## src/rtl/hz_led_sequencer.sv

```systemverilog
// hz_led_sequencer: synchronises the slow clk_Hz square wave, turns each rising
// edge into a one-cycle step pulse, and steps an LED pattern state machine
// (ping-pong, rotate-left, rotate-right, bar fill/clear).
// Optional build macro LED_ACTIVE_LOW_EN: led drives the inverted pattern
// (reset/IDLE value all ones); state, step and step_cnt are unaffected.
module hz_led_sequencer #(
  parameter int unsigned N_LED       = 8,
  parameter int unsigned SYNC_STAGES = 2
) (
  input  logic             clk,
  input  logic             reset,
  input  logic             clk_Hz,
  input  logic             run,
  input  logic [1:0]       mode,
  output logic [N_LED-1:0] led,
  output logic             step,
  output logic [7:0]       step_cnt
);

  localparam int unsigned CNT_W = 8;

  localparam logic [N_LED-1:0] PAT_ZERO = '0;
  localparam logic [N_LED-1:0] PAT_ONE  = N_LED'(1);
  localparam logic [N_LED-1:0] PAT_MSB  = {1'b1, {(N_LED-1){1'b0}}};

  typedef enum logic [2:0] {
    S_IDLE     = 3'd0,
    S_PING_L   = 3'd1,
    S_PING_R   = 3'd2,
    S_ROT_L    = 3'd3,
    S_ROT_R    = 3'd4,
    S_BAR_FILL = 3'd5,
    S_BAR_CLR  = 3'd6
  } state_t;

  state_t                 state;
  state_t                 adv_state;
  logic [SYNC_STAGES-1:0] sync_q;
  logic                   sync_out;
  logic                   hist;
  logic [N_LED-1:0]       pat;
  logic [N_LED-1:0]       adv_pat;
  logic [N_LED-1:0]       pat_shl;
  logic [N_LED-1:0]       pat_shr;
  logic [N_LED-1:0]       pat_rol;
  logic [N_LED-1:0]       pat_ror;
  logic [N_LED-1:0]       pat_fill;

  // Map the internal pattern to the led drive polarity.
  function automatic logic [N_LED-1:0] to_led(input logic [N_LED-1:0] p);
`ifdef LED_ACTIVE_LOW_EN
    return ~p;
`else
    return p;
`endif
  endfunction

  // The led register is the only pattern storage; recover the pattern from it.
`ifdef LED_ACTIVE_LOW_EN
  assign pat = ~led;
`else
  assign pat = led;
`endif

  assign sync_out = sync_q[SYNC_STAGES-1];

  // Synchroniser chain, edge history and registered rising-edge pulse.
  always_ff @(posedge clk or negedge reset) begin
    if (!reset) begin
      sync_q <= '0;
      hist   <= 1'b0;
      step   <= 1'b0;
    end else begin
      sync_q <= {sync_q[SYNC_STAGES-2:0], clk_Hz};
      hist   <= sync_out;
      step   <= sync_out & ~hist;
    end
  end

  assign pat_shl  = {pat[N_LED-2:0], 1'b0};
  assign pat_shr  = {1'b0, pat[N_LED-1:1]};
  assign pat_rol  = {pat[N_LED-2:0], pat[N_LED-1]};
  assign pat_ror  = {pat[0], pat[N_LED-1:1]};
  assign pat_fill = {pat[N_LED-2:0], 1'b1};

  // Next pattern and state for one step in the current running state.
  always_comb begin
    adv_pat   = pat;
    adv_state = state;
    case (state)
      S_PING_L: begin
        adv_pat = pat_shl;
        if (pat_shl[N_LED-1]) adv_state = S_PING_R;
      end
      S_PING_R: begin
        adv_pat = pat_shr;
        if (pat_shr[0]) adv_state = S_PING_L;
      end
      S_ROT_L:  adv_pat = pat_rol;
      S_ROT_R:  adv_pat = pat_ror;
      S_BAR_FILL: begin
        adv_pat = pat_fill;
        if (&pat_fill) adv_state = S_BAR_CLR;
      end
      S_BAR_CLR: begin
        adv_pat = pat_shl;
        if (~|pat_shl) adv_state = S_BAR_FILL;
      end
      default: begin
        adv_pat   = pat;
        adv_state = state;
      end
    endcase
  end

  // Pattern FSM: IDLE loads the start pattern, running states advance on step.
  always_ff @(posedge clk or negedge reset) begin
    if (!reset) begin
      state    <= S_IDLE;
      led      <= to_led(PAT_ZERO);
      step_cnt <= '0;
    end else begin
      case (state)
        S_IDLE: begin
          led      <= to_led(PAT_ZERO);
          step_cnt <= '0;
          if (run) begin
            case (mode)
              2'b00: begin state <= S_PING_L;   led <= to_led(PAT_ONE);  end
              2'b01: begin state <= S_ROT_L;    led <= to_led(PAT_ONE);  end
              2'b10: begin state <= S_ROT_R;    led <= to_led(PAT_MSB);  end
              default: begin state <= S_BAR_FILL; led <= to_led(PAT_ZERO); end
            endcase
          end
        end
        default: begin
          if (!run) begin
            state    <= S_IDLE;
            led      <= to_led(PAT_ZERO);
            step_cnt <= '0;
          end else if (step) begin
            state    <= adv_state;
            led      <= to_led(adv_pat);
            step_cnt <= step_cnt + CNT_W'(1);
          end
        end
      endcase
    end
  end

endmodule

```

## config.mk

```make
export PLATFORM = sky130hd
export DESIGN_NAME = hz_led_sequencer
export DESIGN_NICKNAME = d
export VERILOG_FILES = /design/src/rtl/hz_led_sequencer.sv
export SDC_FILE = /design/constraint.sdc
export NUM_CORES = 1
export LEC_CHECK = 0
export CELL_PAD_IN_SITES_DETAIL_PLACEMENT = 2
export CELL_PAD_IN_SITES_GLOBAL_PLACEMENT = 2
export CORE_ASPECT_RATIO = 0.6
export CORE_UTILIZATION = 40
export DETAILED_ROUTE_END_ITERATION = 7
export DONT_BUFFER_PORTS = 1
export GPL_TIMING_DRIVEN = 0
export PLACE_DENSITY = 0.85
export SETUP_SLACK_MARGIN = 0.4
export SYNTH_ARGS = -nofsm -noshare
export SYNTH_HDL_FRONTEND = slang
export SYNTH_SLANG_ARGS = --single-unit
```

## constraint.sdc

```tcl
create_clock -name clk -period 3.44 [get_ports clk]
set_input_delay 1.032 -clock clk [delete_from_list [all_inputs] [get_ports clk]]
set_output_delay 1.032 -clock clk [all_outputs]
set_load 0.05 [all_outputs]
```

=== Word-level counts from Yosys, hierarchy flattened ===
Index checks and enable logic that the tools add are counted.
W data, S select, Z words.

* Output and inout bits: 17
* Bits in registers: 23
* Logic and storage cells: 52
* Input port bits: 6

* Reduce and logical (&&, ||, !) cells: 8
* Add/sub/neg operators: 1
* Eq/ne operators: 16
* Bitwise operators: 2
* Mux-type cells: 19

{| class="wikitable"
|+ Operators with widths
! cell !! count
|-
| $mux W8 || 7
|-
| $pmux W8 S5 || 1
|-
| $mux W3 || 8
|-
| $ne A4 B3 Y1 const B || 4
|-
| $pmux W8 S2 || 1
|-
| $reduce_and A7 Y1 || 2
|-
| $pmux W3 S4 || 1
|-
| $eq A3 B3 Y1 const B || 3
|-
| $pmux W3 S3 || 1
|-
| $add A8 B1 Y8 const B || 1
|-
| $ne A7 B2 Y1 const B || 1
|-
| $reduce_or A7 Y1 || 1
|-
| $eq A3 B2 Y1 const B || 2
|-
| $ne A6 B1 Y1 const B || 1
|-
| $reduce_or A2 Y1 || 2
|-
| $eq A3 B1 Y1 const B || 1
|-
| $logic_not A3 Y1 || 1
|-
| $ne A3 B1 Y1 const B || 1
|-
| $eq A2 B1 Y1 const B || 1
|-
| $eq A2 B2 Y1 const B || 1
|-
| $logic_not A2 Y1 || 1
|-
| $ne A2 B2 Y1 const B || 1
|-
| $reduce_and A2 Y1 || 1
|-
| $and A1 B1 Y1 || 1
|-
| $not A1 Y1 || 1
|}

=== Longest topological paths before layout ===
Gate-level depths: netlist of run 1.

* Word-level depth: 6
* Gate-level depth with buffers: 7
* Depth with buffers taken out: 5

=== Least setup slack after synthesis of run 1 ===
Ideal clock, no wire load.

* Kind: reg2reg
* Start point: register led[3]
* End point: register state[2]
* Arrival: 2.194 ns
* Stages on the path, launching flop included: 6
* Clock period less this slack: 2.319 ns
* Data required time: 3.315 ns
* Setup slack: 1.121 ns
* Path buffers: 0
* Setup time: 0.125 ns
* Path through: dfrtp_1 or4_1 o41ai_2 o22ai_1 a221oi_4 mux2_4

* Cells in the longest elaborated chain, start to end: 3

{| class="wikitable"
|+ Ends and longest elaborated chain
! item !! RTL line !! text
|-
| start: declaration || 15 || <nowiki>output logic [N_LED-1:0] led,</nowiki>
|-
| start signal: assignment || 120 || <nowiki>led <= to_led(PAT_ZERO);</nowiki>
|-
| start signal: assignment || 125 || <nowiki>led <= to_led(PAT_ZERO);</nowiki>
|-
| start signal: assignment || 139 || <nowiki>led <= to_led(PAT_ZERO);</nowiki>
|-
| $reduce_or A7 Y1 or $reduce_and A7 Y1 (tied branches) || 107, 103 ||
|-
| $ne A4 B3 Y1 (no source line) || -- ||
|-
| $reduce_and A7 Y1 (no source line) (*) || -- ||
|-
| end signal: assignment || 142 || <nowiki>state <= adv_state;</nowiki>
|-
| end: declaration || 36 || <nowiki>state_t state;</nowiki>
|}

Mark *: on every way between the ends. The rest lies on a longest branch, timed or not.
A chain may end at the register's enable or synchronous reset.

=== Final worst setup path of run 1 ===
* Start point: register led[1]
* End point: register state[0]

The elaborated chain is that of the path after synthesis.

==> summary by stage, run 1 <==
Outcome
The flow ran to the end, and the final reports show no timing, DRC or antenna violations.

Worst setup path
The startpoint class of the critical path is a register. Traced cell by cell, the critical path runs through or4_1 > o41ai_2 > o22ai_1 > a221oi_4 > mux2_4. The data required time of the critical path is around 3600 ps. Counting both buffers and inverters, the worst setup path holds a total of 0.

The startpoint-to-endpoint class of the critical path is reg -> reg. STA classifies the critical path endpoint as a register. In this run the worst path has a maximum fanout of 9. The family with the most delay on the worst path is compound AO/OA/AOI/OAI gates. Data on the critical path arrives at its endpoint at 2670 ps.

The delay contributed by the slowest stage of the critical path is 660 ps. The slowest stage of the critical path is the sky130_fd_sc_hd__dfrtp_1 cell.

STA
The count of final hold-check violations was 0. At the pin with the least slew margin, the transition time is 774 ps. Setup repair after global routing left no endpoint under its margin. The max-slew violation count is 0. For the final routed database, the setup TNS stands at 0 ps.

The maximum operating frequency is 0.399 GHz. After layout, the minimum clock period comes to 2500 ps. Setup violations remaining at the end of the flow were counted as 0. Setup slack on the critical path of the routed design comes to 935 ps. The clock arrives with about 5.2 ps of skew. The headroom to the max-slew limit is 0.482. The share of the cycle needed by the critical path after routing is 0.728.

The final hold slack is 359 ps.

Clock tree
The number of clock sinks seen by CTS is 23. The clock tree from TritonCTS is yes. Clock tree synthesis inserted a total of 3 buffers.

The later pin in the worst-skew pair is clocked with a latency of 270 ps. Buffers inserted to repair hold after CTS numbered 0. The number of gates resized after CTS is 0. The number of buffers added for setup after CTS is 0. The largest buffer count on any clock path is 2. The level count of the clock H-tree is 1. After clock tree synthesis, the clock-pin slew on the worst setup and hold paths is around 90 ps. Clock tree synthesis selected as its root buffer the cell sky130_fd_sc_hd__clkbuf_8.

Synthesis
Yosys attributes the largest share of cell area to sky130_fd_sc_hd__dfrtp_1, sky130_fd_sc_hd__mux2i_1, sky130_fd_sc_hd__nand2_1. The count of yosys warnings during synthesis is 0. The number of nets in the synthesized netlist is 137. The average cell area after synthesis is 9.52 sq um.

The count of state elements after synthesis is 23. In this run the cell area of the synthesized design comes to 1240 sq um. The number of cells produced by synthesis is 130. The share of synthesized area in the top cell type comes to 0.465. Synthesis instantiated 35 different standard cells from the library. The post-synthesis cell type with the largest combined area is sky130_fd_sc_hd__dfrtp_1.

The sequential element share of the synthesized area is 0.465.

GRT
The overflow left after global routing is 0. The first global-routing pass estimated 5600 um of wire. Entering global routing, the biggest net connects 24 pins. The initial antenna violation count was 0. Across every metal layer, demand over resource in global routing totals 0.244.

The via count of the first global-routing pass is 1027.

Cells and area
The flip-flop and latch area is 576 sq um. The layout has about 320 filler cells. The proportion of layout cells with a drive suffix above 1 is 0.0672. The area of the multi-input gates is between 600 and 700 sq um. For this run, the share of the core covered by cells in the final layout is 0.459.

The area growth from synthesis to layout is 7.99%. The number of nets in the layout is 142. The count of antenna diodes in the layout is 0.

Place
The congestion estimate from routability-driven global placement came to just under 0.9. The wire-length estimate of the detail-placed layout is 2550 um. Port buffering added 0 buffers. The placement-stage worst setup slack is 964 ps.

Power and ir drop
The internal power summed over all cells is 0.517 mW. The maximum resistive drop on vdd is about 0.29 mV. The sequential fraction of design power is 0.424. Dividing total power by cell area gives a power density of slightly below 700 nW/um^2. The total design power is 0.915 mW. The leakage power of the design is 0.574 nW. The fraction of power spent switching nets is 0.435. The part of the total power dissipated in combinational logic is 0.386. The clock power share is 0.190. Summed over all nets, the switching power comes to 0.398 mW.

Route
Dividing the detail-routed wire length by the instance count gives a little under 20 um. The final route contains about 1000 vias. The DRC violation total after the first TritonRoute iteration is 58. Summed over all layers, the routed wires come to approximately 3500 um. The first detailed-routing pass took 4 iterations. The routed via count divided by cell count is between 5 and 6. The detail route stage leaves a number of antenna-violating nets equal to 0. For this run, design rule violations remaining after detail routing come to 0.

Hold path
The min-delay analysis places its worst path in the category reg -> reg.

Floorplanning
The effective utilization at floorplan is 0.425. The placeable core area is 2910 sq um. For this design the top-level I/O count stands at 23.

Measured along the x axis, the die boundary spans 73.8 um. The die is 45.1 um tall. The initialized floorplan defines 15 standard-cell rows. The floorplan step defined a die boundary enclosing 3330 sq um.

Flow run
The count of max-cap constraint violations is 0.
==> final timing paths <==
path | startpoint | endpoint | slack, ps | cells after the start
worst max-delay path | led[1] | state[0] | 940 | 5
worst min-delay path | sync_q[0] | sync_q[1] | 360 | 0
worst max register to register | led[1] | state[0] | 940 | 5
worst min register to register | sync_q[0] | sync_q[1] | 360 | 0
max in group asynchronous | reset | led[5] | 2920 | 0
min in group asynchronous | reset | step_cnt[7] | 440 | 0
==> sequential cells by signal, indices dropped and copies added, names as in the netlist <==
| register | flops |
|---|---|
| hist | 1 |
| state | 3 |
| sync_q | 2 |
| led | 8 |
| step_cnt | 8 |
| step | 1 |
==> layer usage <==
metal / vias up / part of all wire / GRT usage
met5: - / 0 / 0
li1: 467 / - / -
met1: 516 / 0.50 / 0.352
met4: 0 / 0.012 / 0.0692
met2: 17 / 0.44 / 0.363
met3: 4 / 0.039 / 0.0670
==> cells in the final DEF, fill, tap and decap left out, types with 2 or more instances in the layout <==
cell type and n:
sky130_fd_sc_hd__a21oi_1 3, sky130_fd_sc_hd__a22oi_1 2, sky130_fd_sc_hd__and3_1 2, sky130_fd_sc_hd__clkbuf_1 5, sky130_fd_sc_hd__clkbuf_8 3, sky130_fd_sc_hd__dfrtp_1 23, sky130_fd_sc_hd__mux2_4 2, sky130_fd_sc_hd__mux2i_1 8
sky130_fd_sc_hd__nand2_1 20, sky130_fd_sc_hd__nand3_1 2, sky130_fd_sc_hd__nand4_1 5, sky130_fd_sc_hd__nor2_1 16, sky130_fd_sc_hd__nor2b_1 2, sky130_fd_sc_hd__o21ai_0 6, sky130_fd_sc_hd__o21ai_1 6, sky130_fd_sc_hd__o22ai_1 2
sky130_fd_sc_hd__o31ai_1 2, sky130_fd_sc_hd__xnor2_1 2, sky130_fd_sc_hd__xor2_1 5
==> power by group through the flow <==
stage | Combinational, mW | Sequential (mW) | Clock [mW]
after CTS | 0.355 | 0.387 | 0.182
after floorplan | 0.275 | 0.371 | 0
after global placement | 0.325 | 0.387 | 0
after global routing | 0.387 | 0.392 | 0.187
final | 0.353 | 0.388 | 0.174
after detailed placement | 0.349 | 0.392 | 0
==> through the flow <==
stage | area, sq um | cells
floorplan | 1240 | 130
global placement | 1290 | 172
detailed placement | 1290 | 172
CTS | 1340 | 176
global route | 1340 | 176
finish | 1340 | 176
==> Yosys cell counts <==
library cell	count
sky130_fd_sc_hd__dfrtp_1	23
sky130_fd_sc_hd__nand2_1	20
sky130_fd_sc_hd__nor2_1	16
sky130_fd_sc_hd__mux2i_1	8
sky130_fd_sc_hd__o21ai_0	6
sky130_fd_sc_hd__o21ai_1	6
sky130_fd_sc_hd__clkbuf_1	5
sky130_fd_sc_hd__nand4_1	5
sky130_fd_sc_hd__xor2_1	5
sky130_fd_sc_hd__a21oi_1	3
sky130_fd_sc_hd__a22oi_1	2
sky130_fd_sc_hd__and3_1	2
sky130_fd_sc_hd__mux2_4	2
sky130_fd_sc_hd__nand3_1	2
sky130_fd_sc_hd__nor2b_1	2
sky130_fd_sc_hd__o22ai_1	2
sky130_fd_sc_hd__o31ai_1	2
sky130_fd_sc_hd__xnor2_1	2
sky130_fd_sc_hd__a21boi_0	1
sky130_fd_sc_hd__a21o_1	1
sky130_fd_sc_hd__a221oi_1	1
sky130_fd_sc_hd__a221oi_4	1
sky130_fd_sc_hd__and2_1	1
sky130_fd_sc_hd__buf_2	1
sky130_fd_sc_hd__ha_1	1
sky130_fd_sc_hd__inv_1	1
sky130_fd_sc_hd__nand2b_1	1
sky130_fd_sc_hd__nand3b_1	1
sky130_fd_sc_hd__nor3b_1	1
sky130_fd_sc_hd__o211ai_1	1
sky130_fd_sc_hd__o21a_1	1
sky130_fd_sc_hd__o31a_1	1
sky130_fd_sc_hd__o41ai_2	1
sky130_fd_sc_hd__or3_1	1
sky130_fd_sc_hd__or4_1	1
==> layout make-up <==
| cell class | instances | area share |
|---|---|---|
| flip-flops and latches | 23 | 0.431 |
| multi-input cells | 100 | 0.475 |
| well taps | 42 | 0.0393 |
| inverters | 1 | 0.00281 |
| clock inverters | 1 | 0.00375 |
| plain buffers | 6 | 0.0178 |
| clock buffers | 3 | 0.0309 |
==> cell families after synthesis <==
| family | share of synthesized area |
|---|---|
| and+or+nand+nor | 0.196 |
| xor gates and xnor gates | 0.0495 |
| DFF | 0.465 |
| adders and majority gates | 0.0101 |
| AOI/OAI and AO/OA | 0.168 |
| buffers and inverters | 0.0222 |
| muxes | 0.0890 |
(Power assumes the default switching activity.)
==> run 2: changes to the inputs <==
--- a/config.mk
+++ b/config.mk
@@ -8,11 +8,11 @@
 export CELL_PAD_IN_SITES_DETAIL_PLACEMENT = 2
 export CELL_PAD_IN_SITES_GLOBAL_PLACEMENT = 2
 export CORE_ASPECT_RATIO = 0.6
-export CORE_UTILIZATION = 40
+export CORE_UTILIZATION = 34
 export DETAILED_ROUTE_END_ITERATION = 7
 export DONT_BUFFER_PORTS = 1
 export GPL_TIMING_DRIVEN = 0
-export PLACE_DENSITY = 0.85
+export PLACE_DENSITY = 0.77
 export SETUP_SLACK_MARGIN = 0.4
 export SYNTH_ARGS = -nofsm -noshare
 export SYNTH_HDL_FRONTEND = slang
==> constraint.sdc (replaced) <==
create_clock -name clk -period 2.1 [get_ports clk]
set_input_delay 0.63 -clock clk [delete_from_list [all_inputs] [get_ports clk]]
set_output_delay 0.63 -clock clk [all_outputs]
set_load 0.05 [all_outputs]
==> summary by stage, run 2 (synthesis gave the netlist of run 1 again) <==
STA
The post-route worst setup slack is -244 ps (-1180 ps). The count of final hold-check violations is 0 (unchanged). The final-report setup violation count was 3 (+3). The max-slew violation count is 0 (unchanged). The actual transition at the worst max-transition pin came to 591 ps (-183 ps). The final critical path time including I/O delays and setup is 2340 ps (-161 ps). The worst clock skew is 6.41 ps (+1.22 ps). The share of the cycle needed by the critical path after routing is 1.12 (+0.388). The maximum operating frequency is 0.427 GHz (+6.9%). Setup repair after global routing could not meet its margin everywhere. The headroom to the max-slew limit is 0.606 (+0.124).

Place
The placed instance area is 1300 sq um (+0.68%). The number of placed cells counting well taps was 175 (+1.7%). The final weighted congestion in routability-driven placement is 0.800 (-9.7%). The detailed placement HPWL came to 2450 um (-3.9%). The number of input and output port buffers inserted came to 0 (unchanged).

Power and ir drop
The internal power summed over all cells is 0.899 mW (+74%). The net switching power was 0.647 mW (+62%). The power per unit of standard cell area is 1090 nW/um^2 (+59%). The fraction of power spent switching nets was 0.418 (-0.0168). The part of the total power dissipated in combinational logic is 0.412 (+0.026). The leakage power of the design is 0.592 nW (+3.1%).

The maximum resistive drop on vdd came to 0.586 mV (+100%). The sequential fraction of design power is 0.411 (-0.013). The clock power share is 0.177 (-0.013).

Cells and area
The proportion of layout cells with a drive suffix above 1 is 0.193 (+0.125). The post-route core utilization is 0.421 (-0.0386). The post-route cell area is 1420 sq um (+5.9%). The synthesis-to-finish area growth is 14.4%. The largest registers in the layout are led (8), step_cnt (8), state (3). The number of nets in the layout came to 143 (+0.70%). The count of placed standard cells in the final layout, fillers left out was 180 (+2.3%). The most common library cell in the layout ignoring fill and taps is sky130_fd_sc_hd__nand2_1. The top cell types in the final layout, fill and taps aside, are sky130_fd_sc_hd__nand2_1, sky130_fd_sc_hd__nor2_1, sky130_fd_sc_hd__dfrtp_1. The count of antenna diodes in the layout was 0 (unchanged).

Clock tree
The total clock buffers created by CTS is 3 (unchanged). The clock transition at the registers of the reported paths is 80 ps (about the same). The later-pin clock latency in the skew report is 270 ps (about the same).

Clock tree synthesis selected as its root buffer the cell sky130_fd_sc_hd__clkbuf_8. The number of hold-repair buffers added at the cts stage is 0 (unchanged). The clock tree from TritonCTS is yes.

The largest buffer count on any clock path is 2 (unchanged). The level count of the clock H-tree was 1 (unchanged). The number of clock sinks seen by CTS came to 23 (unchanged).

Worst setup path
The category of the worst setup path capture point is a register. The data required time of the critical path is 2250 ps (-1360 ps). The maximum fanout encountered on the critical timing path is 6 (-3). The startpoint identified for the worst register-to-register timing path is led[3]. The startpoint-to-endpoint class of the critical path is reg -> reg. In this run the worst setup path begins at led[3]. The critical path data arrival time is 2490 ps (-180 ps). The startpoint class of the critical path is a register.

GRT
The via count of the first global-routing pass is 1080 (+5.2%). The global-route wire length before repair is 5710 um (+2.0%). The overflow left after global routing is 0 (unchanged). The maximum number of pins on one net before global-route repair was 24 (unchanged). The initial antenna violation count came to 0 (unchanged). The overall track demand over capacity in global routing is 0.198 (-0.0463).

Floorplanning
The number of cell rows was 16 (+1). The total die area came to 3890 sq um (+17%). The number of top-level design ports is 23 (unchanged).

The effective utilization at floorplan is 0.368 (-0.0574). The overall die height was 48.7 um (+8.1%). The chip width is 79.9 um (+8.2%). The placeable core area is 3360 sq um (+16%).

Route
The post-detailed-route DRC marker count came to 0 (unchanged). The DRC violation total after the first TritonRoute iteration is 32 (-45%). The routed length on met3 is 151 um (+10%). The total vias in the final route came to 987 (-1.7%).

The routed via count divided by cell count is 5.48 (-3.9%). The antenna violation net count after detailed routing was 0 (unchanged). The wire length reported by the detailed router is 3380 um (-3.3%). The post-route met1 wirelength is 1750 um (-0.85%). The routed wirelength normalized by instance count was 18.8 um (-5.5%). The met2 layer wire length in the routed design is 1470 um (-5.4%). The number of iterations in the first detailed-routing pass is 4 (unchanged). The uppermost layer routed is met4.

Outcome
The flow ran to the end, but the final reports show violations. The checks that failed: setup timing.

Hold path
The kind of path behind the tightest hold check is in -> async.

Flow run
The count of max-cap constraint violations is 0 (unchanged).
-- run 2: metal layers --
layer	vias to the layer above	global-route usage
li1	468	-
met1	502	0.288
met2	15	0.289
met3	2	0.0698
met4	0	0.0268
met5	-	0
-- run 2: worst max-delay path, stage by stage (launching register included) --
cell and delay (ps):
sky130_fd_sc_hd__dfrtp_2 550, sky130_fd_sc_hd__or4_4 590, sky130_fd_sc_hd__o41ai_4 260, sky130_fd_sc_hd__o22ai_2 140, sky130_fd_sc_hd__a221oi_4 360, sky130_fd_sc_hd__mux2_4 330
-- run 2: repair_timing --
item	in CTS	in global routing
setup buffers	1	0
gates resized for setup	16	4
pin swaps	1	1
setup endpoints to repair	15	15
hold endpoints to repair	0	0
-- run 2: final timing paths --
path / end / slack (ps) / cells after the start
setup / recovery: state[2] / -240 / 5
hold / removal: led[1] / 50 / 0
setup reg to reg: state[2] / -240 / 5
hold reg to reg: sync_q[1] / 360 / 0
max in group asynchronous: step / 1970 / 0
min in group clk: sync_q[1] / 360 / 0
-- run 2: layout make-up --
cell class	instances	area, sq um
fillers	358	1950
multi-input cells	100	679
flip-flops and latches	23	586
well taps	45	56.3
clock buffers	4	45.0
plain buffers	6	37.5
repair buffers	1	7.51
inverters	1	3.75
-- run 2: metrics by stage --
step           hold slack, ps  worst slack, ps  total power [mW]  setup TNS (ps)
6_report                 48.8             -244              1.55            -699
2_1_floorplan             331             -103              1.06            -207
3_3_place_gp              335             -267              1.17            -647
3_5_place_dp              335             -328              1.20            -842
4_1_cts                  43.7             -256              1.56            -749
5_1_grt                  29.4             -311              1.65            -913
-- run 2: power by group through the flow --
| stage | Combinational, mW | Sequential [mW] | Clock [mW] |
|---|---|---|---|
| after floorplan | 0.450 | 0.608 | 0 |
| after detailed placement | 0.561 | 0.634 | 0 |
| after CTS | 0.637 | 0.635 | 0.285 |
| after global placement | 0.541 | 0.629 | 0 |
| after global routing | 0.699 | 0.647 | 0.304 |
| final | 0.636 | 0.635 | 0.274 |
